===== config.mk =====
export PLATFORM = sky130hd
export DESIGN_NAME = serial_addsub_flat
export DESIGN_NICKNAME = d
export VERILOG_FILES = /design/src/rtl/serial_addsub_pkg.sv /design/src/rtl/serial_addsub_if.sv /design/src/rtl/serial_addsub_digit_addsub.sv /design/src/rtl/serial_addsub.sv /design/src/flat_wrapper.sv
export SDC_FILE = /design/constraint.sdc
export NUM_CORES = 1
export LEC_CHECK = 0
export ABC_AREA = 0
export BUFFER_PORTS_ARGS = -buffer_cell sky130_fd_sc_hd__buf_2
export CAP_MARGIN = 0
export CORE_MARGIN = 8
export CORE_UTILIZATION = 35
export DETAILED_ROUTE_END_ITERATION = 8
export HOLD_SLACK_MARGIN = 0.12
export REMOVE_ABC_BUFFERS = 1
export SYNTH_ARGS = -nofsm -noshare
export SYNTH_HDL_FRONTEND = slang
export SYNTH_HIERARCHICAL = 1
export SYNTH_SLANG_ARGS = --single-unit

===== constraint.sdc =====
create_clock -name clk -period 1.58 [get_ports clk]
set_input_delay 0.158 -clock clk [delete_from_list [all_inputs] [get_ports clk]]
set_output_delay 0.158 -clock clk [all_outputs]
set_load 0.02 [all_outputs]

===== src/rtl/serial_addsub_pkg.sv =====
// serial_addsub_pkg
//   Shared types and helpers for the digit-serial adder/subtractor.
//   - state_t   : FSM states (IDLE, RUN, DONE)
//   - MODE_SUB / MODE_ADD : encodings of the mode input
//   - cnt_width : width of the digit counter, clog2(WIDTH/DIGIT), min 1
package serial_addsub_pkg;

   typedef enum logic [1:0] {
      IDLE = 2'd0,
      RUN  = 2'd1,
      DONE = 2'd2
   } state_t;

   localparam logic MODE_SUB = 1'b0;
   localparam logic MODE_ADD = 1'b1;

   function automatic int cnt_width(input int width, input int digit);
      int n;
      if (digit < 1) return 1;
      n = width / digit;
      return (n <= 2) ? 1 : $clog2(n);
   endfunction

endpackage


===== src/rtl/serial_addsub_if.sv =====
// serial_addsub_if
//   Operand/result bundle of serial_addsub.
//   Handshake semantics (both sides): a transfer happens on a rising clk
//   edge where valid && ready are both high. The producer holds its data
//   stable while valid is high and ready is low; the block's in_ready and
//   out_valid depend only on its state, never combinationally on the
//   partner's valid/ready.
//   Signals:
//     in_valid/in_ready   operand handshake
//     a, b, bin, mode     operands, borrow/carry-in, 0=sub 1=add
//     out_valid/out_ready result handshake
//     diff, borr          result and final borrow/carry-out
//     busy                high while digits are being processed
//     state               FSM state, for observation
//     ovf                 signed overflow (only with SERIAL_ADDSUB_OVF_EN)
//   master = operand producer / result consumer, slave = serial_addsub.
interface serial_addsub_if #(
   parameter int WIDTH = 8
);
   logic                      in_valid;
   logic                      in_ready;
   logic [WIDTH-1:0]          a;
   logic [WIDTH-1:0]          b;
   logic                      bin;
   logic                      mode;
   logic                      out_valid;
   logic                      out_ready;
   logic [WIDTH-1:0]          diff;
   logic                      borr;
   logic                      busy;
   serial_addsub_pkg::state_t state;
`ifdef SERIAL_ADDSUB_OVF_EN
   logic                      ovf;

   modport master (
      output in_valid, a, b, bin, mode, out_ready,
      input  in_ready, out_valid, diff, borr, busy, state, ovf
   );
   modport slave (
      input  in_valid, a, b, bin, mode, out_ready,
      output in_ready, out_valid, diff, borr, busy, state, ovf
   );
`else
   modport master (
      output in_valid, a, b, bin, mode, out_ready,
      input  in_ready, out_valid, diff, borr, busy, state
   );
   modport slave (
      input  in_valid, a, b, bin, mode, out_ready,
      output in_ready, out_valid, diff, borr, busy, state
   );
`endif
endinterface


===== src/rtl/serial_addsub_digit_addsub.sv =====
// digit_addsub
//   Combinational DIGIT-bit add/subtract cell.
//   Ports:
//     a_dig, b_dig : operand digits
//     flag_in      : borrow-in (sub) / carry-in (add)
//     mode         : MODE_SUB or MODE_ADD
//     d            : result digit
//     flag_out     : borrow-out (sub) / carry-out (add)
//     msb_cin      : borrow/carry into the digit's top bit (for overflow)
module digit_addsub
   import serial_addsub_pkg::*;
#(
   parameter int DIGIT = 1
) (
   input  logic [DIGIT-1:0] a_dig,
   input  logic [DIGIT-1:0] b_dig,
   input  logic             flag_in,
   input  logic             mode,
   output logic [DIGIT-1:0] d,
   output logic             flag_out,
   output logic             msb_cin
);

   // One extra bit: for sub the top bit is set exactly when the result went
   // negative, i.e. the borrow-out; for add it is the carry-out.
   logic [DIGIT:0] full;

   always_comb begin
      if (mode == MODE_ADD)
         full = {1'b0, a_dig} + {1'b0, b_dig} + {{DIGIT{1'b0}}, flag_in};
      else
         full = {1'b0, a_dig} - {1'b0, b_dig} - {{DIGIT{1'b0}}, flag_in};
   end

   assign d        = full[DIGIT-1:0];
   assign flag_out = full[DIGIT];
   // Sum and difference bits are both a ^ b ^ (carry|borrow)-in, so the
   // incoming carry/borrow of the top bit can be recovered from its result.
   assign msb_cin  = d[DIGIT-1] ^ a_dig[DIGIT-1] ^ b_dig[DIGIT-1];

endmodule


===== src/rtl/serial_addsub.sv =====
// serial_addsub
//   Digit-serial adder/subtractor: a-b-bin (mode=0) or a+b+cin (mode=1)
//   over WIDTH bits, DIGIT bits per clock, borrow/carry held in a flop.
//   Accept edge k -> out_valid after edge k+WIDTH/DIGIT; result held in
//   DONE until out_ready.
//   Ports:
//     clk   : rising-edge clock
//     rst_n : asynchronous active-low reset
//     bus   : serial_addsub_if.slave (operands, result, busy, state)
//   Optional: define SERIAL_ADDSUB_OVF_EN to add the signed overflow
//   output bus.ovf (valid with out_valid).
module serial_addsub
   import serial_addsub_pkg::*;
#(
   parameter int WIDTH = 8,
   parameter int DIGIT = 1
) (
   input logic            clk,
   input logic            rst_n,
   serial_addsub_if.slave bus
);

   localparam int N  = WIDTH / DIGIT;
   localparam int CW = cnt_width(WIDTH, DIGIT);
   localparam logic [CW-1:0] LAST = CW'(N - 1);

   if (DIGIT < 1 || DIGIT > WIDTH) begin : g_bad_digit
      $error("serial_addsub: DIGIT must be in 1..WIDTH");
   end
   if (WIDTH % DIGIT != 0) begin : g_bad_width
      $error("serial_addsub: WIDTH must be a multiple of DIGIT");
   end

   state_t            state, state_nxt;
   logic [WIDTH-1:0]  a_sh, b_sh, res, res_nxt;
   logic              mode_r, flag;
   logic [CW-1:0]     cnt;
   logic [DIGIT-1:0]  d_dig;
   logic              flag_out, msb_cin;
   logic              accept, last_dig, release_done;
   logic              in_ready_o, out_valid_o, busy_o;

   assign accept       = (state == IDLE) && bus.in_valid;
   assign last_dig     = (state == RUN) && (cnt == LAST);
   assign release_done = (state == DONE) && bus.out_ready;

   // ---------------- FSM: state register ----------------
   always_ff @(posedge clk or negedge rst_n) begin
      if (!rst_n) state <= IDLE;
      else        state <= state_nxt;
   end

   // ---------------- FSM: next state ----------------
   always_comb begin
      state_nxt = state;
      unique case (state)
         IDLE:    if (accept)       state_nxt = RUN;
         RUN:     if (last_dig)     state_nxt = DONE;
         DONE:    if (release_done) state_nxt = IDLE;
         default:                   state_nxt = IDLE;
      endcase
   end

   // ---------------- FSM: outputs ----------------
   always_comb begin
      in_ready_o  = 1'b0;
      out_valid_o = 1'b0;
      busy_o      = 1'b0;
      unique case (state)
         IDLE:    in_ready_o  = 1'b1;
         RUN:     busy_o      = 1'b1;
         DONE:    out_valid_o = 1'b1;
         default: ;
      endcase
   end

   // ---------------- digit cell ----------------
   digit_addsub #(.DIGIT(DIGIT)) u_digit (
      .a_dig    (a_sh[DIGIT-1:0]),
      .b_dig    (b_sh[DIGIT-1:0]),
      .flag_in  (flag),
      .mode     (mode_r),
      .d        (d_dig),
      .flag_out (flag_out),
      .msb_cin  (msb_cin)
   );

   // New digit enters at the MSB end; after N digits the LSB digit has
   // travelled all the way down to bit 0.
   if (DIGIT == WIDTH) begin : g_res_full
      assign res_nxt = d_dig;
   end else begin : g_res_shift
      assign res_nxt = {d_dig, res[WIDTH-1:DIGIT]};
   end

   // ---------------- datapath ----------------
   always_ff @(posedge clk or negedge rst_n) begin
      if (!rst_n) begin
         a_sh   <= '0;
         b_sh   <= '0;
         res    <= '0;
         mode_r <= MODE_SUB;
         flag   <= 1'b0;
         cnt    <= '0;
      end else if (accept) begin
         a_sh   <= bus.a;
         b_sh   <= bus.b;
         res    <= '0;
         mode_r <= bus.mode;
         flag   <= bus.bin;
         cnt    <= '0;
      end else if (state == RUN) begin
         a_sh   <= a_sh >> DIGIT;
         b_sh   <= b_sh >> DIGIT;
         res    <= res_nxt;
         flag   <= flag_out;
         cnt    <= cnt + CW'(1);
      end
   end

`ifdef SERIAL_ADDSUB_OVF_EN
   // Signed overflow: carry/borrow into the MSB differs from the one out.
   logic ovf_r;
   always_ff @(posedge clk or negedge rst_n) begin
      if (!rst_n)            ovf_r <= 1'b0;
      else if (last_dig)     ovf_r <= msb_cin ^ flag_out;
      else if (release_done) ovf_r <= 1'b0;
   end
   assign bus.ovf = ovf_r;
`else
   logic unused_msb_cin;
   assign unused_msb_cin = msb_cin;
`endif

   assign bus.in_ready  = in_ready_o;
   assign bus.out_valid = out_valid_o;
   assign bus.busy      = busy_o;
   assign bus.diff      = res;
   assign bus.borr      = flag;
   assign bus.state     = state;

endmodule

===== src/flat_wrapper.sv =====
// flat-port wrapper written by rule: the top's interface ports become plain ports
module serial_addsub_flat import serial_addsub_pkg::*;
#(
   parameter int WIDTH = 8,
   parameter int DIGIT = 1
)
  (clk, rst_n, bus_in_valid, bus_a, bus_b, bus_bin, bus_mode, bus_out_ready, bus_in_ready, bus_out_valid, bus_diff, bus_borr, bus_busy, bus_state);
  serial_addsub_if #(.WIDTH(WIDTH)) bus_i ();
  input logic clk;
  input logic rst_n;
  input wire logic [$bits(bus_i.in_valid)-1:0] bus_in_valid;
  input wire logic [$bits(bus_i.a)-1:0] bus_a;
  input wire logic [$bits(bus_i.b)-1:0] bus_b;
  input wire logic [$bits(bus_i.bin)-1:0] bus_bin;
  input wire logic [$bits(bus_i.mode)-1:0] bus_mode;
  input wire logic [$bits(bus_i.out_ready)-1:0] bus_out_ready;
  output wire logic [$bits(bus_i.in_ready)-1:0] bus_in_ready;
  output wire logic [$bits(bus_i.out_valid)-1:0] bus_out_valid;
  output wire logic [$bits(bus_i.diff)-1:0] bus_diff;
  output wire logic [$bits(bus_i.borr)-1:0] bus_borr;
  output wire logic [$bits(bus_i.busy)-1:0] bus_busy;
  output wire logic [$bits(bus_i.state)-1:0] bus_state;
  assign bus_i.in_valid = bus_in_valid;
  assign bus_i.a = bus_a;
  assign bus_i.b = bus_b;
  assign bus_i.bin = bus_bin;
  assign bus_i.mode = bus_mode;
  assign bus_i.out_ready = bus_out_ready;
  assign bus_in_ready = bus_i.in_ready;
  assign bus_out_valid = bus_i.out_valid;
  assign bus_diff = bus_i.diff;
  assign bus_borr = bus_i.borr;
  assign bus_busy = bus_i.busy;
  assign bus_state = bus_i.state;
  serial_addsub #(.WIDTH(WIDTH), .DIGIT(DIGIT)) u_core (.clk(clk), .rst_n(rst_n), .bus(bus_i));
endmodule

==> impl_metrics.json <==
{
  "totalPowerFinal_mw": 3.809,
  "final_cells": 228,
  "period_share": 0.9356,
  "die_x_um": 80.54,
  "rsz0062_at_grt": "false",
  "fin_area_um2": 1836,
  "routedWlPerCell_um": 15.41,
  "finClkSkew_ps": 9.138,
  "maxSlewViolCount": 0,
  "worst_setup_path_start_kind": "flip-flop",
  "path_max_fanout": 9,
  "multi_input_area_um2": 603.1,
  "drt-pass1-iter-count": 4,
  "avgSynthCellArea_um2": 10.80,
  "fillers": 391,
  "diodes": 0,
  "dr_total_vias": 1182,
  "vdd_ir_drop_max_mv": 0.9081,
  "clk_latency_ps": 300,
  "slew_headroom": 0.5355,
  "io_buffers": 35,
  "antenna_found_initial": 0,
  "cts.clk_slew.worst_paths_ps": 70,
  "die-area_um2": 6486,
  "drc": 0,
  "fin_util": 0.4589,
  "drt-initial-drc-count": 53,
  "critPathArrivalTime_ps": 1320,
  "tns_ps": 0,
  "htreeDepth": 2,
  "yosysWarnings": 6,
  "grtUsageTotal": 0.1221,
  "placedCellCount": 216,
  "worstMarginPinSlew_ps": 696.8,
  "hold_violations": 0,
  "die_h_um": 80.54,
  "syn2layout_area_growth_pct": 25.92,
  "p_per_area_nw_per_um2": 2075,
  "critPathCaptureType": "primary output",
  "wl_um": 3513,
  "cap_violations": 0,
  "period_needed_ps": 1478,
  "ant_nets": 0,
  "grt_pass1_wl_um": 6065,
  "leakagePower_nw": 0.8859,
  "grt_max_degree": 32,
  "io_pins": 36,
  "drive_gt1_frac": 0.2978,
  "grt_pass1_vias": 1274,
  "cts.sinks": 31,
  "critPathKind": "reg -> out",
  "vias_per_cell": 5.184,
  "hpwl_um": 2505,
  "numCtsBuffers": 5,
  "floorplan.initialDensity": 0.3644,
  "clockBufferDepth": 2,
  "num_rows": 23,
  "dpl_cell_area_um2": 1669,
  "synth.cell_area_um2": 1458,
  "core-area_um2": 4000,
  "status": "finished clean",
  "seqCellArea_um2": 777.0,
  "cts-root-buf": "clkbuf_8",
  "cts_tree": "built",
  "synthCells": 135,
  "setup_viol": 0,
  "grt-ovfl-total": 0,
  "hold_class": "in -> reg",
  "place_congestion": 0.7431,
  "fmaxAchievable_ghz": 0.6765,
  "critical_path_required_ps": 1420,
  "nets": 203
}
-- routing by layer --
layer / part of all wire / up-vias / global-route usage
li1: - / 561 / -
met1: 0.45 / 570 / 0.1472
met2: 0.44 / 44 / 0.1860
met3: 0.084 / 7 / 0.04241
met4: 0.023 / 0 / 0.06545
met5: 0 / - / 0
-- power by group --
| group | total, mW | switching, mW | internal (mW) |
|---|---|---|---|
| logic | 1.55 | 0.836 | 0.711 |
| registers | 1.44 | 0.276 | 1.16 |
| clock network | 0.822 | 0.312 | 0.510 |
-- worst paths after layout --
path                                        to                 from  cells past startpoint  slack (ps)
setup / recovery                      bus_busy  u_core/bus.state[0]                      3         100
hold / removal             u_core/bus.state[1]        bus_out_ready                      3         160
setup reg to reg            u_core/bus.diff[7]  u_core/bus.state[0]                      3         230
hold reg to reg                  u_core/cnt[0]        u_core/cnt[0]                      1         470
max in group asynchronous  u_core/bus.state[0]                rst_n                      2         650
min in group asynchronous       u_core/a_sh[0]                rst_n                      2         440
-- flip-flops by register name, indices dropped and copies added, names as in the netlist --
register and count:
u_core/bus.borr 1, u_core/a_sh 8, u_core/mode_r 1, u_core/bus.diff 8, u_core/cnt 3, u_core/b_sh 8
u_core/bus.state 2
-- worst max-delay path: stages (launching register included) --
cell     delay [ps]
dfrtp_2         440
nor2b_4         220
buf_4           180
buf_2           180
-- layout make-up --
cell class	instances	share of cell area
clock buffer	6	0.04499
multi-input combinational	90	0.3286
tap	50	0.03408
clock inverter	2	0.01909
timing repair buffer	45	0.1418
sequential	31	0.4233
inverter	4	0.008180
-- stage by stage --
stage	worst slack (ps)	hold WS, ps
after detailed placement	210.5	244.5
after global routing	5.520	172.7
after global placement	276.3	236.5
final	101.8	155.8
after CTS	27.93	147.2
after floorplan	-391.3	-137.6
-- cell usage in the layout, fill, tap and decap left out, types with 3 or more instances in the layout --
| cell | count |
|---|---|
| buf_2 | 35 |
| dfrtp_1 | 30 |
| nor3_1 | 24 |
| nor2_1 | 14 |
| a22o_1 | 13 |
| nor3b_1 | 12 |
| clkbuf_8 | 6 |
| buf_4 | 6 |
| dlygate4sd3_1 | 4 |
| nand2b_1 | 4 |
| inv_1 | 4 |
| nand2_1 | 3 |
| o21ai_0 | 3 |
| a221o_1 | 3 |
-- repair_timing --
item / CTS / global route
hold buffers: 4 / 0
gates cloned: 0 / 0
setup buffers: 0 / 0
endpoints found under the setup margin: 1 / 2
endpoints found under the hold margin: 34 / 0
gates resized for setup: 2 / 1
(Power assumes the default switching activity.)
